`config.mk`:
```
export PLATFORM = sky130hd
export DESIGN_NAME = clk_div_multi
export DESIGN_NICKNAME = d
export VERILOG_FILES = /design/src/rtl/clk_div_pkg.sv /design/src/rtl/clk_div_chan.sv /design/src/rtl/clk_div_multi.sv
export SDC_FILE = /design/constraint.sdc
export NUM_CORES = 1
export LEC_CHECK = 0
export ABC_AREA = 1
export CORE_AREA = 2 2 82 143
export DETAILED_ROUTE_END_ITERATION = 6
export DIE_AREA = 0 0 84 145
export SLEW_MARGIN = 10
export SYNTH_ARGS = -nofsm -noshare
export SYNTH_HDL_FRONTEND = slang
export SYNTH_SLANG_ARGS = --single-unit
```
`constraint.sdc`:
```
create_clock -name clk -period 2.2 [get_ports clk]
set_input_delay 0.44 -clock clk [delete_from_list [all_inputs] [get_ports clk]]
set_output_delay 0.44 -clock clk [all_outputs]
set_load 0.01 [all_outputs]
```
`src/rtl/clk_div_pkg.sv`:
```
// Shared constants and divisor helpers for the multi-channel clock divider.
package clk_div_pkg;

  localparam int MIN_DIV   = 2;
  localparam int DEF_CNT_W = 8;

  // Divisors below MIN_DIV cannot produce a clock with both phases present.
  function automatic logic [31:0] clamp_div(input logic [31:0] value);
    return (value < 32'(MIN_DIV)) ? 32'(MIN_DIV) : value;
  endfunction

  // Odd divisors give the extra cycle to the high phase.
  function automatic logic [31:0] high_len(input logic [31:0] n);
    return (n + 32'd1) >> 1;
  endfunction

endpackage

```
`src/rtl/clk_div_chan.sv`:
```
// One divider channel: period counter, active/pending divisor, clk_out and tick flops.
module clk_div_chan
  import clk_div_pkg::*;
#(
  parameter int CNT_W     = DEF_CNT_W,
  parameter int RESET_DIV = 4
) (
  input  logic             clk,
  input  logic             reset,
  input  logic             ch_en,
  input  logic             div_load,
  input  logic [CNT_W-1:0] div_value,
  input  logic             sync,
  output logic             clk_out,
  output logic             tick,
  output logic             pend
);

  localparam logic [CNT_W-1:0] RESET_N = CNT_W'(RESET_DIV);

  logic [CNT_W-1:0] cnt;
  logic [CNT_W-1:0] n_act;
  logic [CNT_W-1:0] n_pend;
  logic [CNT_W-1:0] load_val;
  logic [CNT_W-1:0] next_div;
  logic [CNT_W-1:0] cnt_inc;
  logic [CNT_W-1:0] high_n;
  logic             wrap;

  always_comb begin
    load_val = CNT_W'(clamp_div(32'(div_value)));
    // A load on the same edge as a wrap takes effect at that wrap.
    next_div = div_load ? load_val : n_pend;
    cnt_inc  = cnt + 1'b1;
    high_n   = CNT_W'(high_len(32'(n_act)));
    wrap     = sync || (cnt == n_act - 1'b1);
  end

  // NOTE: sequential state uses non-blocking assignments so every flop samples
  // pre-edge values; blocking here would create order-dependent behaviour.
  always_ff @(posedge clk) begin
    if (reset) begin
      cnt     <= RESET_N - 1'b1;
      n_act   <= RESET_N;
      n_pend  <= RESET_N;
      pend    <= 1'b0;
      clk_out <= 1'b0;
      tick    <= 1'b0;
    end else if (!ch_en) begin
      // Parked at end-of-period so re-enabling rises on the very next edge.
      cnt     <= next_div - 1'b1;
      n_act   <= next_div;
      n_pend  <= next_div;
      pend    <= 1'b0;
      clk_out <= 1'b0;
      tick    <= 1'b0;
    end else if (wrap) begin
      cnt     <= '0;
      n_act   <= next_div;
      n_pend  <= next_div;
      pend    <= 1'b0;
      clk_out <= 1'b1;
      tick    <= 1'b1;
    end else begin
      cnt     <= cnt_inc;
      clk_out <= (cnt_inc < high_n);
      tick    <= 1'b0;
      if (div_load) begin
        n_pend <= load_val;
        pend   <= 1'b1;
      end
    end
  end

endmodule

```
`src/rtl/clk_div_multi.sv`:
```
// Multi-channel programmable clock divider; replicates clk_div_chan per channel.
module clk_div_multi
  import clk_div_pkg::*;
#(
  parameter int NUM_CH    = 2,
  parameter int CNT_W     = DEF_CNT_W,
  parameter int RESET_DIV = 4
) (
  input  logic                    clk,
  input  logic                    reset,
  input  logic [NUM_CH-1:0]       ch_en,
  input  logic [NUM_CH-1:0]       div_load,
  input  logic [NUM_CH*CNT_W-1:0] div_value,
  input  logic                    sync,
  output logic [NUM_CH-1:0]       clk_out,
  output logic [NUM_CH-1:0]       tick,
  output logic [NUM_CH-1:0]       pend
);

  for (genvar i = 0; i < NUM_CH; i++) begin : g_ch
    clk_div_chan #(
      .CNT_W     (CNT_W),
      .RESET_DIV (RESET_DIV)
    ) u_chan (
      .clk       (clk),
      .reset     (reset),
      .ch_en     (ch_en[i]),
      .div_load  (div_load[i]),
      .div_value (div_value[i*CNT_W +: CNT_W]),
      .sync      (sync),
      .clk_out   (clk_out[i]),
      .tick      (tick[i]),
      .pend      (pend[i])
    );
  end

endmodule
```
Yosys cells after proc, flatten, opt, wreduce, memory -nomap -nowiden
Cells that the tools add are included.

operators by class
  add/sub/neg operators = 8
  $lt $le $gt $ge = 4
  eq/ne operators = 4
  multiplexer cells = 16
  bitwise operators = 2
  reduce and logical (&&, ||, !) cells = 6

operator list
  cell                 number
  $mux 8               12
  $sub 8x1->8 const B  4
  $add 8x1->9 const B  2
  $add 8x1->8 const B  2
  $eq 8x8->1           2
  $lt 8x2->1 const B   2
  $lt 8x8->1           2
  $reduce_or 3->1      2
  $mux 1               4
  $ne 2x1->1 const B   2
  $reduce_or 2->1      2
  $logic_or 1x1->1     2
  $not 1->1            2

storage, ports and cells
  flip-flop bits (word level) = 54
  input bits = 23
  output and inout bits = 6
  word-level logic and storage cells = 52

Depth between registers and ports, before layout
Gate-level depths: netlist (run 1).

  word-level depth = 5
  mapped depth = 16
  gate-level depth less buffers = 15

By module
From an unflattened synthesis (run 1), not the netlist that was laid out.

unflattened totals
  cells, all modules = 580
  area, all modules = 3902.5 um^2

modules (own cells, without submodules)
  module                          times used  cells each  area each (um^2)  sequential area each (um^2)
  clk_div_chan at g_ch[0].u_chan  1           289         1959.4            540.5
  clk_div_chan at g_ch[1].u_chan  1           291         1943.1            540.5

Worst setup path after synthesis (run 1)
Ideal clock, no wire load.

  path type = flip-flop to flip-flop
  start point = register g_ch[1].u_chan.n_act[0]
  end point = register g_ch[1].u_chan.clk_out
  setup time = 0.115 ns
  data arrival time = 1.843 ns
  required time = 2.085 ns
  setup slack = 0.243 ns
  cell stages (with the launch flop) = 11
  buffers on the path = 0
  clock period less this slack = 1.957 ns
  cells stage by stage = dfxtp_1 inv_1 nor3_1 nand3_1 nor3_1 xnor2_1 ha_1 nand2_1 o21ai_0 a21oi_1 o21a_1

between the ends
  cells in the longest elaborated chain, start to end = 4
  elaborated cells between the ends (all ways) = 6
  classes of those cells = add/sub: 2; order compare: 1; eq/ne: 1; mux: 1; reduce/logical: 1

RTL lines
  element                                                              RTL line            text
  from (decl)                                                          clk_div_chan.sv:22  logic [CNT_W-1:0] n_act;
  from (signal assigned)                                               clk_div_chan.sv:52  n_act <= next_div;
  from (signal assigned)                                               clk_div_chan.sv:59  n_act <= next_div;
  parallel branches: the longest is 3 deep, another holds $add 8x1->9  n/a
  $mux 1 (*)                                                           clk_div_chan.sv:57  end else if (wrap) begin
  to (signal assigned)                                                 clk_div_chan.sv:66  clk_out <= (cnt_inc < high_n);
  to (decl)                                                            clk_div_chan.sv:14  output logic clk_out,

Every way passes the cells marked *.
A chain may end at the register's enable or synchronous reset.

Worst setup path after layout (run 1)
Same ends and word-level chain as after synthesis.

==> flow_metrics.tcl, run 1 <==
set metrics [dict create \
    ioPinCount 29 \
    grt_use_total 0.167 \
    crit_path_cell_trace "ha_1 -> nand3_1 -> nor2_1 -> nand2_1 -> xor2_1 -> ha_1 -> a21oi_1 -> o21ai_2 -> a21oi_2 -> o21a_1" \
    ctsHoldBuffers 0 \
    grt_pass1_vias 3819 \
    status "finished, final reports clean" \
    synth_edf_count 0 \
    max_freq_mhz 476 \
    layout_common_cells "nand2_1 (125), nor2_1 (75), inv_1 (70)" \
    cts.sinks 54 \
    routedWlPerCell_microns 13.1 \
    start_util 0.344 \
    rrSetupSlack_ns 0.10 \
    end_kind "flop" \
    ctsLongestPathBuffers 2 \
    die_w_microns 84 \
    arrival_ns 2.34 \
    crit_family "compound AO/OA/AOI/OAI gates" \
    tightestPinTransition_ns 0.433 \
    maxSlewViolCount 0 \
    cap_violations 0 \
    grt_pass1_wl_microns 16500 \
    route.final.wire_length_microns 10100 \
    cp_common_cell "ha_1" \
    synthArstFlopShare 0 \
    cp-start-kind "flop" \
    fp.dieH_microns 145 \
    final_cells 768 \
    hold_class "reg2reg" \
    avgSynthCellArea_sq_um 6.73 \
    reg2reg_to "g_ch[1].u_chan.clk_out" \
    diodes 0 \
    hold_end "g_ch[0].u_chan.pend" \
    fp.coreArea_sq_um 11000 \
    dr.pass1.iters 4 \
    slowest_delay_ns 0.39 \
    placed_area_sq_um 4510 \
    min_delay_path_depth 2 \
    drive_gt1_frac 0.189 \
    clk_pin_slew_ns 0.07 \
    worstPathMaxFanout 4 \
    hold_violations 0 \
    period_needed_ns 2.10 \
    gp_congestion 0.889 \
    synth-seq-cells 54 \
    port_buffers 28 \
    drtIter0Drc 95 \
    slew_headroom 0.708 \
    power.total_mw 2.81 \
    tns_ns 0 \
    rows 51 \
    final_area_sq_um 4750 \
    placedCellCount 758 \
    hold_start "g_ch[0].u_chan.pend" \
    clock_skew_ns 0.0103 \
    min_period_over_period 0.954 \
    nets 681 \
    insertion_delay_ns 0.30 \
    dieArea_sq_um 12200 \
    gr-total-overflow 0 \
    vias 3736 \
    rsz0062_at_grt "yes" \
    grt_max_degree 17 \
    ys.warnings.count 0 \
    synth-main-ff-cell "dfxtp_1" \
    htree_levels 2 \
    syn_nets 609 \
    area_growth_pct 25.1 \
    final_common_cell "nand2_1" \
    worst_r2r_path_depth 10 \
    synthDistinctLibCells 38 \
    peakVddDrop_mv 0.432 \
    leakagePower_nw 2.33 \
    routed_via_density 4.86 \
    syn_inst 564 \
    reg2reg_from "g_ch[1].u_chan.n_act[0]" \
    antenna_left 0 \
    cts_tree "yes" \
    antenna_found_initial 0 \
    syn-cell-area_sq_um 3800 \
    synth-seq-area-share 0.285 \
    path_class "reg2reg" \
    p_per_area_nw_per_um2 593 \
    setup_viol 0 \
    cp_num_buf_inv 0 \
    place_hpwl_microns 8290 \
    drc 0 \
    root_buffer "clkbuf_16" \
    cts_buffers 5 \
    crit_slowest_cell "dfxtp_4" \
    cp.required_ns 2.44 \
]
==> layer usage <==
metal	part of all wire	routed length, microns	global-route usage
met1	0.34	3420	0.144
met5	0	0	0
met2	0.60	6020	0.346
met3	0.016	162	0.0233
met4	0.047	477	0.0968
==> cell type report <==
type                            instances  area, sq um
Clock buffer                            5          125
Clock inverter                          2         15.0
Fill cell                            1144         6290
Inverter                               77          292
Multi-Input combinational cell        409         2330
Sequential cell                        54         1090
Tap cell                              132          165
Timing Repair Buffer                   89          738
==> worst max-delay path by stage <==
stage | start | to | slack, ns | depth (start not counted)
final | g_ch[1].u_chan.n_act[0] | g_ch[1].u_chan.clk_out | 0.10 | 10
after global routing | g_ch[1].u_chan.cnt[0] | g_ch[1].u_chan.clk_out | -0.05 | 9
after CTS | g_ch[0].u_chan.n_act[0] | g_ch[0].u_chan.clk_out | 0.04 | 11
after detailed placement | div_value[4] | g_ch[0].u_chan.cnt[2] | -0.19 | 11
after global placement | div_load[1] | g_ch[1].u_chan.cnt[6] | -0.11 | 10
after floorplan | g_ch[1].u_chan.n_act[0] | g_ch[1].u_chan.clk_out | 0.24 | 10
==> flip-flops by register name, indices dropped and copies added (netlist names) <==
register,cells
g_ch.u_chan.clk_out,2
g_ch.u_chan.cnt,16
g_ch.u_chan.n_act,16
g_ch.u_chan.n_pend,16
g_ch.u_chan.pend,2
g_ch.u_chan.tick,2
==> power by group <==
part	leakage (nW)	internal (mW)	switching (mW)
logic	1.82	0.393	0.510
registers	0.449	1.05	0.0714
clock network	0.0619	0.416	0.369
total	2.33	1.86	0.950
==> worst min-delay path, stage by stage (launching register included) <==
cell and delay (ns):
dfxtp_1 0.33, nor2_1 0.05, nor2_1 0.08
==> metrics by stage <==
step	util	setup slack [ns]	hold WS, ns
global placement	0.409	-0.111	0.462
global route	0.430	-0.0527	0.532
floorplan	-	0.243	0.456
finish	0.430	0.100	0.497
CTS	0.422	0.0410	0.498
detailed placement	0.409	-0.193	0.481
==> cell usage after synthesis, types with 3 or more instances <==
cell type	n	area (sq um)
clkinv_1	3	11.3
clkbuf_1	7	26.3
inv_1	71	267
nand2_2	6	37.5
nand3_1	29	145
nand4_1	24	150
a21oi_1	23	115
nor2_1	78	293
buf_6	3	33.8
or2_2	5	31.3
or2_1	3	18.8
dfxtp_1	54	1080
xnor2_1	12	105
o21ai_0	19	95.1
xor2_1	25	219
buf_2	4	20.0
o21ai_2	8	70.1
nor3_1	5	25.0
nand2_1	126	473
nor2_2	5	31.3
ha_1	22	275
buf_4	7	52.6
==> kinds of logic (layout without fill, tap and decap cells) <==
kind of cell / Yosys count / in the layout / share of synthesized area
adder cells (fa/ha/maj): 22 / 22 / 0.0725
multiplexers: 1 / 1 / 0.00264
buffers and inverters: 101 / 173 / 0.121
XOR/XNOR: 37 / 37 / 0.0854
AO/OA/AOI/OAI: 58 / 58 / 0.0880
AND/OR/NAND/NOR: 291 / 291 / 0.346
flip-flops: 54 / 54 / 0.285
==> repair_timing <==
action,4_1_cts,5_1_grt
resized for setup,5,19
pin swaps,0,3
setup endpoints to repair,1,5
buffers inserted,0,3
(Power assumes the default switching activity.)
==> run 2, diff against run 1 <==
==> constraint.sdc (replaced) <==
create_clock -name clk -period 2.6 [get_ports clk]
set_input_delay 0.52 -clock clk [delete_from_list [all_inputs] [get_ports clk]]
set_output_delay 0.52 -clock clk [all_outputs]
set_load 0.01 [all_outputs]
==> run 2 against run 1 <==
Sequential power decreased by 15%. Clock skew decreased by 0.0020 ns. Global-route usage decreased by 0.55 points. Critical path depth unchanged. Die area unchanged. Wire length decreased by 5.7%. Sequential share of layout area increased by 1.9 points.
==> flow_metrics.tcl, run 2 (synthesized netlist as in run 1, its figures left out) <==
set metrics [dict create \
    status "finished, final reports clean" \
    vias 3581 \
    insertion_delay_ns 0.30 \
    cp-start-kind "flop" \
    die_w_microns 84 \
    min_period_over_period 0.904 \
    tns_ns 0 \
    cp_num_buf_inv 1 \
    area.sequential_sq_um 1080 \
    diodes 0 \
    grt_use_total 0.162 \
    routedWlPerCell_microns 13.1 \
    place_hpwl_microns 7850 \
    port_buffers 28 \
    cts_tree "yes" \
    end_kind "flop" \
    arrival_ns 2.54 \
    cp.required_ns 2.79 \
    drtIter0Drc 90 \
    crit_family "simple AND/OR/NAND/NOR gates" \
    cts_buffers 5 \
    root_buffer "clkbuf_16" \
    gr-total-overflow 0 \
    worstPathMaxFanout 4 \
    gp_congestion 0.931 \
    final_common_cell "nand2_1" \
    fp.coreArea_sq_um 11000 \
    clock_skew_ns 0.00831 \
    drive_gt1_frac 0.0980 \
    crit_path_cell_trace "inv_1 -> nor3_2 -> nand3_1 -> nor3_1 -> xnor2_1 -> ha_1 -> nand2_1 -> o21ai_0 -> a21oi_1 -> o21a_1" \
    htree_levels 2 \
    crit_slowest_cell "dfxtp_1" \
    rows 51 \
    path_class "reg2reg" \
    antenna_left 0 \
    tightestPinTransition_ns 0.534 \
    fp.dieH_microns 145 \
    hold_class "reg2reg" \
    p_per_area_nw_per_um2 549 \
    routed_via_density 4.95 \
    antenna_found_initial 0 \
    dr.pass1.iters 4 \
    grt_max_degree 20 \
    rsz0062_at_grt "no" \
    nets 636 \
    post_cts_buffers 0 \
    route.final.wire_length_microns 9500 \
    fin_ws_ns 0.250 \
    ctsHoldBuffers 0 \
    dieArea_sq_um 12200 \
    slew_headroom 0.641 \
    setup_viol 0 \
    pre_cts_ws_ns 0.121 \
    peakVddDrop_mv 0.261 \
    hold_violations 0 \
    period_needed_ns 2.35 \
    slowest_delay_ns 0.45 \
    fillers 1188 \
    cts.sinks 54 \
    grt_pass1_wl_microns 16000 \
    reg_top3 "g_ch.u_chan.cnt: 16 flops, g_ch.u_chan.n_act: 16 flops, g_ch.u_chan.n_pend: 16 flops" \
    ctsLongestPathBuffers 2 \
    area_growth_pct 15.1 \
    cap_violations 0 \
    layout_common_cells "nand2_1 (126), nor2_1 (78), inv_1 (71)" \
    clk_pin_slew_ns 0.07 \
    multi_input_area_sq_um 2260 \
    start_util 0.344 \
    drc 0 \
    ioPinCount 29 \
    grt_pass1_vias 3576 \
    leakagePower_nw 2.12 \
    maxSlewViolCount 0 \
    max_freq_mhz 426 \
]
run 2: cell types whose count changed in the layout (fill, tap and decap cells not counted), moves of 2 or more:
cell | before | now
nor3_2 | 4 | 1
nor3b_1 | 0 | 2
clkinvlp_4 | 2 | 0
buf_4 | 61 | 16
dfxtp_1 | 52 | 54
nor2_2 | 8 | 5
nor3b_2 | 2 | 0
o21ai_1 | 4 | 2
nor3_1 | 1 | 4
a21oi_1 | 21 | 23
o21ai_0 | 16 | 19
nor2_1 | 75 | 78
a21oi_2 | 2 | 0
run 2: per-stage QoR:
| stage | hold slack (ns) | area, sq um | power, mW | utilization | std cells |
|---|---|---|---|---|---|
| floorplan | 0.456 | 3800 | 1.46 | - | 564 |
| global placement | 0.468 | 4200 | 1.63 | 0.380 | 716 |
| detailed placement | 0.480 | 4200 | 1.65 | 0.380 | 716 |
| CTS | 0.495 | 4360 | 2.43 | 0.395 | 724 |
| global route | 0.523 | 4370 | 2.55 | 0.396 | 724 |
| finish | 0.489 | 4370 | 2.40 | 0.396 | 724 |
run 2: metal layers:
layer / track usage / share of wire / up-vias
li1: - / - / 1836
met3: 0.0222 / 0.027 / 30
met2: 0.333 / 0.58 / 71
met4: 0.0806 / 0.046 / 0
met5: 0 / 0 / -
met1: 0.147 / 0.34 / 1644
run 2: final cells by class:
| type | instances | area share |
|---|---|---|
| clock buffer | 5 | 0.0286 |
| clock inverter | 3 | 0.0100 |
| inverter | 77 | 0.0667 |
| multi-input combinational | 409 | 0.518 |
| sequential | 54 | 0.247 |
| tap | 132 | 0.0378 |
| timing repair buffer | 44 | 0.0916 |
run 2: repair_timing:
item,4_1_cts,5_1_grt
endpoints found under the setup margin,0,1
gates resized for setup,0,1
hold endpoints to repair,0,0
run 2: worst paths after layout:
kind                            from                      to  slack [ns]  cells past startpoint
max          g_ch[1].u_chan.n_act[0]  g_ch[1].u_chan.clk_out        0.25                     10
min              g_ch[0].u_chan.pend     g_ch[0].u_chan.pend        0.49                      2
max reg2reg  g_ch[1].u_chan.n_act[0]  g_ch[1].u_chan.clk_out        0.25                     10
min reg2reg      g_ch[0].u_chan.pend     g_ch[0].u_chan.pend        0.49                      2
run 2: power by group:
| group | total [mW] | switching [mW] | internal (mW) |
|---|---|---|---|
| clock | 0.769 | 0.313 | 0.456 |
| sequential | 0.961 | 0.0691 | 0.892 |
| combinational | 0.668 | 0.395 | 0.273 |
run 2: worst register-to-register path, cell delays in order, from the launching register on:
cell,delay (ns)
dfxtp_1,0.45
inv_1,0.15
nor3_2,0.28
nand3_1,0.15
nor3_1,0.23
xnor2_1,0.10
ha_1,0.28
nand2_1,0.07
o21ai_0,0.21
a21oi_1,0.11
o21a_1,0.21
